$ cat src/rtl/cpu_retire_tracer.sv
// Retirement tracer: counts cycles/retires, keeps the last DEPTH (pc, instr) pairs, drains on halt.
// Optional watchdog enabled by defining TRACE_WATCHDOG_EN.
module cpu_retire_tracer #(
    parameter int unsigned XLEN        = 32,
    parameter int unsigned DEPTH       = 16,
    parameter int unsigned CNT_W       = 32,
    parameter int unsigned WDOG_CYCLES = 1024
) (
    input  logic             clk,
    input  logic             rst,
    input  logic             arm,
    input  logic             retire_valid,
    input  logic [XLEN-1:0]  retire_pc,
    input  logic [31:0]      retire_instr,
    input  logic             halt_in,
    output logic             rd_valid,
    input  logic             rd_ready,
    output logic [XLEN-1:0]  rd_pc,
    output logic [31:0]      rd_instr,
    output logic             rd_last,
    output logic             capturing,
    output logic             done,
    output logic             overflow,
    output logic             timeout,
    output logic [CNT_W-1:0] cycle_count,
    output logic [CNT_W-1:0] instr_count
);

    localparam int unsigned PtrW = $clog2(DEPTH);
    localparam logic [PtrW:0] OccFull = (PtrW + 1)'(DEPTH);

    typedef enum logic [1:0] {StIdle, StCapture, StDrain, StDone} state_e;

    state_e              state;
    logic [PtrW-1:0]     wr_ptr;
    logic [PtrW-1:0]     rd_ptr;
    logic [PtrW:0]       occ;
    logic [XLEN-1:0]     mem_pc    [DEPTH];
    logic [31:0]         mem_instr [DEPTH];

`ifdef TRACE_WATCHDOG_EN
    logic wdog_hit;
    assign wdog_hit = (cycle_count == CNT_W'(WDOG_CYCLES - 1));
`else
    logic unused_wdog;
    assign unused_wdog = ^WDOG_CYCLES;
    assign timeout     = 1'b0;
`endif

    always_ff @(posedge clk) begin
        if (rst) begin
            state       <= StIdle;
            wr_ptr      <= '0;
            rd_ptr      <= '0;
            occ         <= '0;
            overflow    <= 1'b0;
            cycle_count <= '0;
            instr_count <= '0;
`ifdef TRACE_WATCHDOG_EN
            timeout     <= 1'b0;
`endif
        end else begin
            case (state)
                StIdle, StDone: begin
                    if (arm) begin
                        wr_ptr      <= '0;
                        rd_ptr      <= '0;
                        occ         <= '0;
                        overflow    <= 1'b0;
                        cycle_count <= '0;
                        instr_count <= '0;
`ifdef TRACE_WATCHDOG_EN
                        timeout     <= 1'b0;
`endif
                        state       <= StCapture;
                    end
                end
                StCapture: begin
                    if (cycle_count != '1) cycle_count <= cycle_count + 1'b1;
                    if (retire_valid) begin
                        wr_ptr <= wr_ptr + 1'b1;
                        if (instr_count != '1) instr_count <= instr_count + 1'b1;
                        // Full buffer: the oldest entry is overwritten, so the head advances.
                        if (occ == OccFull) begin
                            rd_ptr   <= rd_ptr + 1'b1;
                            overflow <= 1'b1;
                        end else begin
                            occ <= occ + 1'b1;
                        end
                    end
                    if (halt_in) begin
                        state <= StDrain;
                    end
`ifdef TRACE_WATCHDOG_EN
                    else if (wdog_hit) begin
                        timeout <= 1'b1;
                        state   <= StDrain;
                    end
`endif
                end
                StDrain: begin
                    if (occ == '0) begin
                        state <= StDone;
                    end else if (rd_ready) begin
                        rd_ptr <= rd_ptr + 1'b1;
                        occ    <= occ - 1'b1;
                    end
                end
                default: state <= StIdle;
            endcase
        end
    end

    always_ff @(posedge clk) begin
        if (state == StCapture && retire_valid) begin
            mem_pc[wr_ptr]    <= retire_pc;
            mem_instr[wr_ptr] <= retire_instr;
        end
    end

    always_comb begin
        rd_valid = 1'b0;
        rd_last  = 1'b0;
        rd_pc    = '0;
        rd_instr = '0;
        if (state == StDrain) begin
            rd_valid = (occ != '0);
            rd_last  = (occ == (PtrW + 1)'(1));
            rd_pc    = mem_pc[rd_ptr];
            rd_instr = mem_instr[rd_ptr];
        end
    end

    assign capturing = (state == StCapture);
    assign done      = (state == StDone);

endmodule

$ cat config.mk
export PLATFORM = sky130hd
export DESIGN_NAME = cpu_retire_tracer
export DESIGN_NICKNAME = d
export VERILOG_FILES = /design/src/rtl/cpu_retire_tracer.sv
export SDC_FILE = /design/constraint.sdc
export NUM_CORES = 1
export LEC_CHECK = 0
export ABC_CLOCK_PERIOD_IN_PS = 7100
export CORE_UTILIZATION = 52
export CTS_BUF_LIST = sky130_fd_sc_hd__clkbuf_2 sky130_fd_sc_hd__clkbuf_4 sky130_fd_sc_hd__clkbuf_8
export DETAILED_ROUTE_END_ITERATION = 12
export DONT_BUFFER_PORTS = 1
export GPL_TIMING_DRIVEN = 1
export PLACE_DENSITY = 0.75
export SYNTH_ARGS = -nofsm -noshare
export SYNTH_HDL_FRONTEND = slang
export SYNTH_SLANG_ARGS = --single-unit
$ cat constraint.sdc
create_clock -name clk -period 7.1 [get_ports clk]
set_input_delay 0 -clock clk [delete_from_list [all_inputs] [get_ports clk]]
set_output_delay 0 -clock clk [all_outputs]
set_load 0.02 [all_outputs]
==> results of run 1 <==
==> power by group <==
part	internal (W)	switching, W
logic	0.00102	0.00125
registers	0.00722	0.000106
clock network	0.00278	0.00249
==> cells in the final DEF (no fill, tap or decap), types with 5 or more instances in the layout <==
| cell type | instances |
|---|---|
| a21o_1 | 10 |
| a21oi_1 | 38 |
| a31oi_1 | 11 |
| and2_1 | 66 |
| and2_4 | 16 |
| and3_1 | 6 |
| and4_1 | 6 |
| buf_4 | 20 |
| bufinv_16 | 5 |
| clkbuf_4 | 56 |
| clkbuf_8 | 172 |
| clkinv_1 | 44 |
| clkinv_2 | 20 |
| dfxtp_1 | 80 |
| diode_2 | 9 |
| dlygate4sd3_1 | 73 |
| edfxtp_1 | 1024 |
| ha_1 | 13 |
| inv_1 | 15 |
| mux4_2 | 320 |
| nand2_1 | 67 |
| nand2b_1 | 5 |
| nand3_1 | 40 |
| nand4_1 | 22 |
| nor2_1 | 56 |
| nor3_1 | 31 |
| nor4_1 | 6 |
| o21ai_0 | 52 |
| o22a_1 | 7 |
| o31ai_1 | 11 |
| or3_1 | 12 |
| or4_1 | 10 |
| xor2_1 | 5 |
==> worst paths after layout <==
path	start	end	slack [ns]	depth (start not counted)
setup / recovery	register	rd_pc[26]	3.09	4
hold / removal	rst	occ[3]	0.1	3
setup reg to reg	state[1]	mem_pc[1][0]	3.48	7
hold reg to reg	occ[1]	occ[1]	0.51	2
==> metrics by stage <==
stage | power [W] | setup WS [ns] | util [%] | std cells
2_1_floorplan | 0.009128 | 3.451 | - | 2098
3_3_place_gp | 0.009596 | 3.697 | 54.07 | 3083
3_5_place_dp | 0.009639 | 3.565 | 54.07 | 3083
4_1_cts | 0.01498 | 2.952 | 59.11 | 3469
5_1_grt | 0.01540 | 2.809 | 59.13 | 3476
6_report | 0.01486 | 3.093 | 59.14 | 3478
==> sequential cells by signal, indices dropped and copies added, names as in the netlist, named ones only <==
signal       flops
wr_ptr           4
occ              5
rd_ptr           4
mem_instr      512
state            2
mem_pc         512
instr_count     32
overflow         1
cycle_count     32
==> metal layers <==
| metal | global-route usage (%) | wire [um] |
|---|---|---|
| met4 | 6.388 | 1520 |
| met2 | 36.73 | 47220 |
| met1 | 30.92 | 37390 |
| met3 | 4.841 | 7371 |
| met5 | 0 | 55 |
==> worst reg2reg max path: stages, from the launching register on <==
cell	delay [ns]
dfxtp_1	0.36
inv_1	0.10
ha_1	0.45
buf_4	0.35
nand2_1	0.16
nor3_1	0.48
and2_4	0.62
buf_4	0.66
==> cell type report <==
type / count / share of cell area, %
Multi-Input combinational cell: 866 / 21.52
Timing Repair Buffer: 97 / 1.973
Tap cell: 1070 / 2.748
Clock inverter: 84 / 1.264
Clock buffer: 228 / 5.722
Sequential cell: 1108 / 66.60
Inverter: 16 / 0.1233
Antenna cell: 9 / 0.04623
==> timing repair <==
item / in CTS / in global routing
resized for setup: 0 / 0
hold buffers: 74 / 0
endpoints found under the hold margin: 1247 / 0
==> cell families (layout without fill, tap and decap cells) <==
| family | after synthesis | count (layout) | synth area share (%) |
|---|---|---|---|
| adders and majority gates | 14 | 14 | 0.4038 |
| DFF | 1108 | 1108 | 74.76 |
| xor gates and xnor gates | 8 | 8 | 0.1615 |
| and+or+nand+nor | 362 | 362 | 4.516 |
| muxes | 322 | 322 | 16.66 |
| buffers and inverters | 124 | 425 | 1.200 |
| AOI/OAI and AO/OA | 159 | 159 | 2.296 |
| other | 1 | 10 | 0.008644 |
==> metrics.csv, run 1 <==
stage,metric,value,unit
route,drc,0,
sta,finalSetupViolCount,0,
route,dr.pass1.iters,5,
worst_setup_path,cp_common_cell,mux4_2,
global_route,grt_max_degree,154,
worst_setup_path,cp_num_buf_inv,1,
logic_synthesis,syn_nets,2182,
logic_synthesis,avgSynthCellArea,20.68,um^2
sta,timing.fmax,249.6,MHz
sta,fin_crit_sh,56.44,%
global_route,antenna_found_initial,11,
sta,setup_tns,0,ns
run,drv_cap,0,
logic_synthesis,syn-cell-area,0.04338,mm^2
final_layout,layout.area.seq,0.03245,mm^2
floorplan,io-pin-count,204,
worst_setup_path,start_kind,register,
power,leakagePower,14.90,nW
clock_network,clock-root-buffer,clkbuf_8,
clock_network,cts_buffers,171,
global_route,grt.total_usage,22.52,%
logic_synthesis,synthTopCellsByCount,"edfxtp_1 (1024), mux4_2 (320), dfxtp_1 (84), and2_1 (82), nand2_1 (67)",
floorplan,rows,105,
route,drtIter0Drc,2002,
floorplan,die_h,290.8,um
route,routed_wl,93560,um
final_layout,num-fill-cells,5600,
worst_setup_path,path_delay_family,multiplexers,
floorplan,dieWidth,290.8,um
global_route,grt_pass1_wl,141700,um
placed_design,postPlaceCellArea,0.04454,mm^2
logic_synthesis,yosysSeqAreaShare,74.76,%
logic_synthesis,ys_top_cells_by_area,"edfxtp_1 (71%), mux4_2 (17%), dfxtp_1 (3.9%)",
worst_setup_path,worstPathRequired,7.10,ns
logic_synthesis,yosysMostFrequentCell,edfxtp_1,
floorplan,start_util,52.67,%
sta,final_hold_viol_count,0,
outcome,outcome,"complete, no violations",
logic_synthesis,ys_seq_elements,1108,
logic_synthesis,async_reset_ff_share,0,%
sta,maxSlewViolCount,0,
sta,worst_pin_slew,1.230,ns
logic_synthesis,synthCells,2098,
clock_network,clockBufferDepth,3,
route,drt-vias-per-instance,6.241,
placed_design,gp_congestion,0.8576,
logic_synthesis,synth_cell_type_count,65,
clock_network,postCtsSetupBuffers,0,
final_layout,syn2layout_area_growth,12.29,%
logic_synthesis,synth_edf_count,1024,
sta,rsz0062_at_grt,false,
global_route,grt-ovfl-total,0,
hold_path,hold_class,in2reg,
sta,slew-limit-headroom,18.03,%
power,p_per_area,305.0,mW/mm^2
worst_setup_path,slowest_stage,dfxtp_4,
clock_network,h-tree-depth,4,
sta,fin_hold_ws,0.09597,ns
worst_setup_path,crit_chain,buf_12 -> mux4_2 -> mux4_2 -> and2_1,
final_layout,design_area,0.04872,mm^2
worst_setup_path,end_kind,output pin,
worst_setup_path,worstSetupPathType,reg2out,
sta,period_needed,4.007,ns
power,ir_drop,0.2199,mV
worst_setup_path,critPathMaxFanout,117,
logic_synthesis,yosysTopAreaCell,edfxtp_1,
floorplan,core_area,0.08237,mm^2
clock_network,clk_latency,0.81,ns
sta,finClkSkew,0.05289,ns
logic_synthesis,synth_ff_type,edfxtp_1,
floorplan,design.die.area,0.08459,mm^2
clock_network,clkSinkCount,1108,
worst_setup_path,cpPeakStageDelay,0.86,ns
route,final_antenna_net_count,0,
route,vias,21706,
clock_network,cts.clk_slew.worst_paths,0.06,ns
global_route,grt_pass1_vias,22412,
clock_network,cts_tree,done,
final_layout,layout.nets,2344,
worst_setup_path,arrival,4.01,ns
logic_synthesis,yosysWarnings,0,
final_layout,multiInputGateArea,0.01048,mm^2
placed_design,portBuffers,0,
route,wl_per_cell,26.90,um
placed_design,detailedPlacementHpwl,50240,um
final_layout,drive_gt1_share,26.89,%
logic_synthesis,synth.top_cell.area_share,70.88,%
Note: power is estimated with default switching activity, not from simulation.
==> inputs of run 2 (changes only) <==
--- a/config.mk
+++ b/config.mk
@@ -5,7 +5,7 @@
 export SDC_FILE = /design/constraint.sdc
 export NUM_CORES = 1
 export LEC_CHECK = 0
-export ABC_CLOCK_PERIOD_IN_PS = 7100
+export ABC_CLOCK_PERIOD_IN_PS = 4019
 export CORE_UTILIZATION = 52
 export CTS_BUF_LIST = sky130_fd_sc_hd__clkbuf_2 sky130_fd_sc_hd__clkbuf_4 sky130_fd_sc_hd__clkbuf_8
 export DETAILED_ROUTE_END_ITERATION = 12
==> constraint.sdc (replaced) <==
create_clock -name clk -period 4.02 [get_ports clk]
set_input_delay 0 -clock clk [delete_from_list [all_inputs] [get_ports clk]]
set_output_delay 0 -clock clk [all_outputs]
set_load 0.02 [all_outputs]
==> run 2 against run 1 <==
Clock power up 78%; worst hold slack better by 0.00068 ns; sequential cell count did not move; critical path type is now reg2reg.
==> metrics.csv, run 2 (synthesis results as in run 1) <==
stage,metric,value,unit,change
outcome,outcome,"complete, no violations",,
sta,rsz0062_at_grt,false,,
worst_setup_path,critPathMaxFanout,18,,-85%
final_layout,syn2layout_area_growth,13.76,%,
sta,period_needed,3.493,ns,
final_layout,num-fill-cells,5705,,+1.9%
route,routed_wl,97250,um,+3.9%
floorplan,io-pin-count,204,,unchanged
final_layout,final_cell_mix,"edfxtp_1 (1024), mux4_2 (320), clkbuf_8 (177)",,
route,drc,0,,unchanged
power,p_per_area,536.1,mW/mm^2,+76%
floorplan,die_h,290.8,um,unchanged
clock_network,cts_tree,done,,
clock_network,post_cts_resize_count,0,,unchanged
sta,fin_crit_sh,86.89,%,
floorplan,design.die.area,0.08459,mm^2,unchanged
clock_network,cts_buffers,176,,+2.9%
final_layout,design_area,0.04935,mm^2,+1.3%
sta,setup_tns,0,ns,unchanged
sta,finalSetupViolCount,0,,unchanged
worst_setup_path,end_kind,register,,
worst_setup_path,cpPeakStageDelay,0.86,ns,about the same
placed_design,gp_congestion,0.8633,,+0.66%
worst_setup_path,worstPathRequired,4.72,ns,-2.38 ns
worst_setup_path,arrival,4.19,ns,+0.18 ns
placed_design,portBuffers,0,,unchanged
sta,maxSlewViolCount,0,,unchanged
final_layout,top_regs,"mem_instr x512, mem_pc x512",,
sta,finClkSkew,0.04036,ns,-0.01253 ns
global_route,grt-ovfl-total,0,,unchanged
worst_setup_path,rr_worst_depth,9,,+2
worst_setup_path,slowest_stage,nor2_1,,
worst_setup_path,crit_chain,inv_1 -> ha_1 -> clkinv_1 -> nor2_1 -> buf_4 -> nand2_1 -> nor2_1 -> nand2_1 -> o31ai_1,,
clock_network,clock-root-buffer,clkbuf_8,,
hold_path,hold_class,in2reg,,
clock_network,clkSinkCount,1108,,unchanged
final_layout,final_common_cell,edfxtp_1,,
worst_setup_path,start_kind,register,,
global_route,antenna_found_initial,8,,-3
route,vias,21825,,+0.55%
placed_design,detailedPlacementHpwl,52840,um,+5.2%
placed_design,postPlaceCellArea,0.04514,mm^2,+1.3%
sta,timing.fmax,286.3,MHz,
clock_network,cts.clk_slew.worst_paths,0.06,ns,about the same
worst_setup_path,worstSetupPathType,reg2reg,,
route,dr.pass1.iters,5,,unchanged
final_layout,layout.nets,2384,,+1.7%
floorplan,start_util,52.67,%,unchanged
floorplan,core_area,0.08237,mm^2,unchanged
global_route,grt_max_degree,49,,-68%
final_layout,drive_gt1_share,27.74,%,+0.85 points
worst_setup_path,cp_num_buf_inv,3,,+2
global_route,grt_pass1_wl,145100,um,+2.4%
global_route,grt.total_usage,23.34,%,+0.81 points
sta,slew-limit-headroom,31.01,%,+13 points
sta,final_hold_viol_count,0,,unchanged
route,final_antenna_net_count,0,,unchanged
final_layout,multiInputGateArea,0.01048,mm^2,unchanged
power,ir_drop,0.3443,mV,+57%
clock_network,h-tree-depth,4,,unchanged
worst_setup_path,path_depth,9,,+5
sta,fin_hold_ws,0.09665,ns,+0.0006786 ns
final_layout,final_util,59.91,%,+0.77 points
route,drtIter0Drc,2085,,+4.1%
run,drv_cap,0,,unchanged
floorplan,dieWidth,290.8,um,unchanged
floorplan,rows,105,,unchanged
sta,worst_pin_slew,1.031,ns,-0.1984 ns
global_route,grt_pass1_vias,22796,,+1.7%
final_layout,layout.area.seq,0.03245,mm^2,unchanged
route,drt-vias-per-instance,6.218,,-0.37%
clock_network,clk_latency,0.82,ns,about the same
clock_network,postCtsSetupBuffers,0,,unchanged
hold_path,hold_depth,4,,+1
power,leakagePower,15.19,nW,+1.9%
route,wl_per_cell,27.71,um,+3.0%
worst_setup_path,path_delay_family,simple AND/OR/NAND/NOR gates,,
clock_network,clockBufferDepth,3,,unchanged
run 2: worst min-delay path, delay by kind of cell:
kind / cells / cell delay [ns]
buffers and inverters: 2 / 0.65
AO/OA/AOI/OAI: 2 / 0.21
run 2: worst paths after layout:
path	start	end	slack, ns
setup reg to reg	state[1]	cycle_count[23]	0.53
setup / recovery	state[1]	cycle_count[23]	0.53
hold / removal	arm	state[1]	0.1
hold reg to reg	occ[1]	occ[1]	0.52
run 2: per-layer routing:
metal / global-route usage (%) / up-vias / part of all wire, %
met3: 4.933 / 154 / 6.9
met1: 30.79 / 11532 / 40
met5: 0 / - / 0.060
met2: 39.05 / 920 / 51
li1: - / 9209 / -
met4: 7.485 / 10 / 2.0
run 2: what timing repair did:
action	in CTS	in global routing
endpoints found under the setup margin	0	0
hold buffers	74	0
endpoints found under the hold margin	1396	0
run 2: report_power, final:
group	switching [W]	total, W	internal (W)	leakage [nW]
combinational	0.00220	0.00412	0.00192	3.47
sequential	0.000198	0.0130	0.0128	9.89
clock	0.00438	0.00938	0.00500	1.82
run 2: through the flow:
stage          power, W  instances  setup WS (ns)
2_1_floorplan   0.01612       2098         0.3706
3_3_place_gp    0.01707       3118         0.8268
3_5_place_dp    0.01714       3118         0.6073
4_1_cts         0.02668       3507         0.3742
5_1_grt         0.02742       3509         0.2733
6_report        0.02646       3510         0.5272
run 2: layout make-up:
class / instances / area share, %
sequential: 1108 / 65.75
multi-input combinational: 866 / 21.24
clock buffer: 226 / 5.682
timing repair buffer: 132 / 3.164
tap: 1070 / 2.713
clock inverter: 89 / 1.316
inverter: 16 / 0.1217
antenna: 3 / 0.01521
